===== src/rtl/mw_cook_ctrl_param.sv =====
// Parametrised microwave cook controller: N-digit MM..SS entry, duty-cycled power,
// pause/resume, and a timed done alarm driving a 7-segment display bank.
module mw_cook_ctrl_param #(
  parameter int DIGITS        = 4,
  parameter int TICKS_PER_SEC = 100,
  parameter int PWR_MAX       = 10,
  parameter int DONE_SECS     = 3
) (
  input  logic                         clk,
  input  logic                         clearn,
  input  logic [9:0]                   keypad,
  input  logic                         startn,
  input  logic                         stopn,
  input  logic                         door_closed,
  input  logic [$clog2(PWR_MAX+1)-1:0] power_sel,
  output logic                         mag_on,
  output logic                         done,
  output logic                         cooking,
  output logic [7*DIGITS-1:0]          segs
);

  localparam int PW   = $clog2(PWR_MAX + 1);
  localparam int CW   = $clog2(TICKS_PER_SEC + 1);
  localparam int DW   = $clog2(DONE_SECS + 1);
  localparam int STEP = TICKS_PER_SEC / PWR_MAX;

  typedef enum logic [1:0] {S_IDLE, S_COOK, S_PAUSE, S_DONE} state_t;

  state_t          state, state_n;
  logic [3:0]      digit   [DIGITS];
  logic [3:0]      digit_n [DIGITS];
  logic [3:0]      dec     [DIGITS];
  logic [CW-1:0]   tick_cnt, tick_n, tick_inc, thresh;
  logic [PW-1:0]   power, power_n, power_clamp;
  logic [DW-1:0]   done_cnt, done_cnt_n;
  logic            startn_q, stopn_q;
  logic [9:0]      keypad_q;
  logic            start_ev, stop_ev, key_ev, key_onehot;
  logic [3:0]      key_val;
  logic            time_zero, dec_zero, tick_wrap, borrow;

  function automatic logic [6:0] seg7(input logic [3:0] d);
    case (d)
      4'd0:    seg7 = 7'h3F;
      4'd1:    seg7 = 7'h06;
      4'd2:    seg7 = 7'h5B;
      4'd3:    seg7 = 7'h4F;
      4'd4:    seg7 = 7'h66;
      4'd5:    seg7 = 7'h6D;
      4'd6:    seg7 = 7'h7D;
      4'd7:    seg7 = 7'h07;
      4'd8:    seg7 = 7'h7F;
      4'd9:    seg7 = 7'h6F;
      default: seg7 = 7'h00;
    endcase
  endfunction

  always_ff @(posedge clk or negedge clearn) begin
    if (!clearn) begin
      state    <= S_IDLE;
      digit    <= '{default: '0};
      tick_cnt <= '0;
      power    <= '0;
      done_cnt <= '0;
      startn_q <= 1'b0;
      stopn_q  <= 1'b0;
      keypad_q <= '0;
    end else begin
      state    <= state_n;
      digit    <= digit_n;
      tick_cnt <= tick_n;
      power    <= power_n;
      done_cnt <= done_cnt_n;
      startn_q <= startn;
      stopn_q  <= stopn;
      keypad_q <= keypad;
    end
  end

  always_comb begin
    start_ev   = startn_q & ~startn;
    stop_ev    = stopn_q & ~stopn;
    key_onehot = (keypad != '0) && ((keypad & (keypad - 10'd1)) == '0);
    key_ev     = (keypad != keypad_q) && key_onehot;
    key_val    = '0;
    for (int k = 0; k < 10; k++)
      if (keypad[k]) key_val = 4'(k);

    tick_wrap = (tick_cnt == CW'(TICKS_PER_SEC - 1));
    tick_inc  = tick_wrap ? '0 : tick_cnt + 1'b1;

    if (power_sel == '0)                 power_clamp = PW'(1);
    else if (power_sel > PW'(PWR_MAX))   power_clamp = PW'(PWR_MAX);
    else                                 power_clamp = power_sel;

    // Seconds 00 borrows from the BCD minutes and reloads as 59.
    dec    = digit;
    borrow = 1'b0;
    if (digit[0] != 4'd0) begin
      dec[0] = digit[0] - 4'd1;
    end else begin
      dec[0] = 4'd9;
      if (digit[1] != 4'd0) begin
        dec[1] = digit[1] - 4'd1;
      end else begin
        dec[1] = 4'd5;
        borrow = 1'b1;
      end
    end
    for (int i = 2; i < DIGITS; i++) begin
      if (borrow) begin
        if (digit[i] != 4'd0) begin
          dec[i] = digit[i] - 4'd1;
          borrow = 1'b0;
        end else begin
          dec[i] = 4'd9;
        end
      end
    end

    time_zero = 1'b1;
    dec_zero  = 1'b1;
    for (int i = 0; i < DIGITS; i++) begin
      if (digit[i] != 4'd0) time_zero = 1'b0;
      if (dec[i] != 4'd0)   dec_zero  = 1'b0;
    end
  end

  always_comb begin
    state_n    = state;
    digit_n    = digit;
    tick_n     = tick_cnt;
    power_n    = power;
    done_cnt_n = done_cnt;
    case (state)
      S_IDLE: begin
        if (stop_ev) begin
          digit_n = '{default: '0};
        end else if (start_ev) begin
          if (!time_zero && door_closed) begin
            state_n = S_COOK;
            tick_n  = '0;
            power_n = power_clamp;
          end
        end else if (key_ev) begin
          for (int i = DIGITS - 1; i > 0; i--) digit_n[i] = digit[i-1];
          digit_n[0] = key_val;
        end
      end
      S_COOK: begin
        if (!door_closed || stop_ev) begin
          state_n = S_PAUSE;
        end else begin
          tick_n = tick_inc;
          if (tick_wrap) begin
            digit_n = dec;
            if (dec_zero) begin
              state_n    = S_DONE;
              tick_n     = '0;
              done_cnt_n = '0;
            end
          end
        end
      end
      S_PAUSE: begin
        if (stop_ev) begin
          state_n = S_IDLE;
          digit_n = '{default: '0};
        end else if (start_ev && door_closed) begin
          state_n = S_COOK;
        end
      end
      S_DONE: begin
        if (key_ev || start_ev || stop_ev) begin
          state_n = S_IDLE;
        end else begin
          tick_n = tick_inc;
          if (tick_wrap) begin
            if (done_cnt == DW'(DONE_SECS - 1)) state_n = S_IDLE;
            else                                done_cnt_n = done_cnt + 1'b1;
          end
        end
      end
      default: state_n = S_IDLE;
    endcase
  end

  // Power sets how many ticks of each second the magnetron is driven.
  assign thresh  = CW'(power) * CW'(STEP);
  assign mag_on  = (state == S_COOK) && door_closed && (tick_cnt < thresh);
  assign cooking = (state == S_COOK);
  assign done    = (state == S_DONE);

  always_comb begin
    segs = '0;
    for (int i = 0; i < DIGITS; i++) segs[7*i +: 7] = seg7(digit[i]);
  end

endmodule


===== config.mk =====
export PLATFORM = sky130hd
export DESIGN_NAME = mw_cook_ctrl_param
export DESIGN_NICKNAME = d
export VERILOG_FILES = /design/src/rtl/mw_cook_ctrl_param.sv
export SDC_FILE = /design/constraint.sdc
export NUM_CORES = 1
export LEC_CHECK = 0
export CORE_AREA = 2 2 107 109
export DETAILED_ROUTE_END_ITERATION = 7
export DIE_AREA = 0 0 109 111
export MAX_ROUTING_LAYER = met4
export PLACE_DENSITY = 0.62
export SKIP_CTS_REPAIR_TIMING = 1
export SYNTH_ARGS = -nofsm -noshare
export SYNTH_HDL_FRONTEND = slang
export SYNTH_SLANG_ARGS = --single-unit

===== constraint.sdc =====
create_clock -name clk -period 3.3 [get_ports clk]
set_input_delay 0.66 -clock clk [delete_from_list [all_inputs] [get_ports clk]]
set_output_delay 0.66 -clock clk [all_outputs]
set_load 0.02 [all_outputs]

==> reports/metrics.cfg <==
[synthesis]
yosysWarnings = 0
synthAdderAreaFrac = 0.145
synth_cells = 442
netlist.area_leader.share = 0.289
synth_top_area_cell = dfrtp_1
synth-simple-area-share = 0.205
synth-seq-area-share = 0.289
syn_area_per_cell_um2 = 8.42
synthFlopType = dfrtp_1
synth_area_leaders = dfrtp_1, ha_1, nand2_1
synth_enable_flop_cells = 0
syn_nets = 502
synth_xor_area_frac = 0.0376
synth_mux_area_frac = 0.0252
yosysUniqueCellTypes = 70
ys_ff_latch = 43
async_flop_share = 1.00
synth_top_family_by_area = compound AO/OA/AOI/OAI gates
synthesis.area_mm2 = 0.00372
synth_compound_area_frac = 0.240

[route]
remaining_drc_errors = 0
vias_per_cell = 5.29
vias = 3446
detail-route-antenna-nets = 0
drt-initial-drc-count = 133
dr.pass1.iters = 5
routed_wl_um = 9000
wl_per_cell_um = 13.8

[final_layout]
fillers = 1110
final_cell_mix = nand2_1, clkdlybuf4s50_1, dfrtp_1
multiInputGateArea_mm2 = 0.00246
drive_gt1_frac = 0.124
final-seq-area_mm2 = 0.00108
num_antenna_cells = 0
final_common_cell = nand2_1
finalNetCount = 568
flow.area_growth_from_synthesis_pct = 25.9
design_area_mm2 = 0.00469
final_cells = 652

[grt]
track_usage = 0.159
gr-total-overflow = 0
grt_pass1_vias = 3359
grt_max_degree = 44
antenna_found_initial = 0
grt_first_pass_wirelength_um = 15600

[placed_design]
hpwl_um = 6960
portBuffers = 49
place_inst = 644
routabilityCongestion = 0.851
dpl_worst_slack_ns = -0.104
detailed_place.area_mm2 = 0.00451

[clock_tree]
cts_tree = built
cts.clk_slew.worst_paths_ns = 0.07
cts_sinks = 43
clock_latency_ns = 0.29
numCtsBuffers = 5
htreeDepth = 2
cts_max_path_buffers = 2
root_buffer = clkbuf_16

[setup_path]
criticalPathCategory = reg2out
critPathBufInv = 2
cp_slowest_cell = fa_1
arrival_ns = 2.52
critPathMaxStageDelay_ns = 0.54
path_delay_family = adder cells
cp-end-kind = output pin
start_kind = register
worstPathRequired_ns = 2.64
critPathMaxFanout = 2
crit_chain = ha_1 -> ha_2 -> fa_1 -> inv_2 -> ha_4 -> nor2b_4 -> o21ai_1 -> and4b_1 -> buf_6

[floorplan]
start_util = 0.336
ios = 50
core.rowCount = 39
core_region_area_mm2 = 0.0111
die_x_um = 109
fp.dieArea_mm2 = 0.0121
die_h_um = 111

[timing]
slew_headroom = 0.350
hold_viol = 0
fin_crit_ns = 3.18
fin_ws_ns = 0.115
finalCritPeriodShare = 0.965
skew_ns = 0.00540
finalMaxSlewViolations = 0
worst_slew_pin_slew_ns = 0.975
fmax_ghz = 0.314
setup_viol = 0

[min_path]
hp-class = reg2reg

[run]
cap_violations = 0

[pwr]
power.leakage_nw = 1.99
power.density_mw_per_mm2 = 1010
ir_worst_vdd_mv = 0.403
p_total_mw = 4.72

[run_status]
outcome = finished clean

layout make-up:
class	instances	area share
timing repair buffer	79	0.152
inverter	30	0.0240
clock buffer	5	0.0267
multi-input combinational	349	0.524
clock inverter	3	0.00561
tap	143	0.0382
sequential	43	0.230
worst paths after layout:
path                                     to        start  slack [ns]  cells after the start
worst max-delay path                 mag_on     power[3]        0.12                      9
worst min-delay path            done_cnt[1]  done_cnt[1]        0.50                      1
worst max register to register  done_cnt[1]    digit[13]        0.30                      9
worst min register to register  done_cnt[1]  done_cnt[1]        0.50                      1
max in group asynchronous       tick_cnt[3]       clearn        2.16                      1
min in group asynchronous       keypad_q[3]       clearn        0.53                      1
metal layers:
layer / part of all wire / track usage / routed length [um]
met5: 0 / - / 0
met4: 0.013 / 0.0333 / 114
met3: 0.038 / 0.0194 / 345
met2: 0.49 / 0.258 / 4380
met1: 0.46 / 0.212 / 4160
flip-flops by register name, indices dropped and copies added (netlist names):
register,flops
keypad_q,10
done_cnt,2
tick_cnt,7
startn_q,1
digit,16
state,2
power,4
stopn_q,1
synthesized netlist by cell type, types with 4 or more instances:
cell type,n
nand2_1,48
dfrtp_1,43
ha_1,40
a21oi_1,35
o21ai_0,35
inv_1,29
nor2_1,28
xnor2_1,15
nor3_1,13
clkbuf_1,12
o22ai_1,11
o21ai_1,10
nor2b_1,8
o31ai_1,8
nand2b_1,7
mux2i_1,6
buf_2,5
nand3_1,5
nand4_1,5
a21o_1,4
a31oi_1,4
cells by family after synthesis:
family | Yosys count
xor gates and xnor gates | 16
and+or+nand+nor | 140
DFF | 43
buffers and inverters | 50
muxes | 9
adders and majority gates | 43
AOI/OAI and AO/OA | 141
metrics by stage:
stage	hold WS (ns)	setup TNS (ns)	utilization
6_report	0.505	0	0.423
5_1_grt	0.535	-0.00505	0.423
4_1_cts	0.506	-0.436	0.421
3_5_place_dp	0.491	-0.104	0.407
3_3_place_gp	0.476	-0.0263	0.407
2_1_floorplan	0.364	0	-
report_power, final:
group          switching [mW]  internal (mW)
Clock                   0.220          0.287
Combinational            1.87           1.47
Sequential              0.209          0.668
No activity file was read; power rests on OpenSTA's default activity.
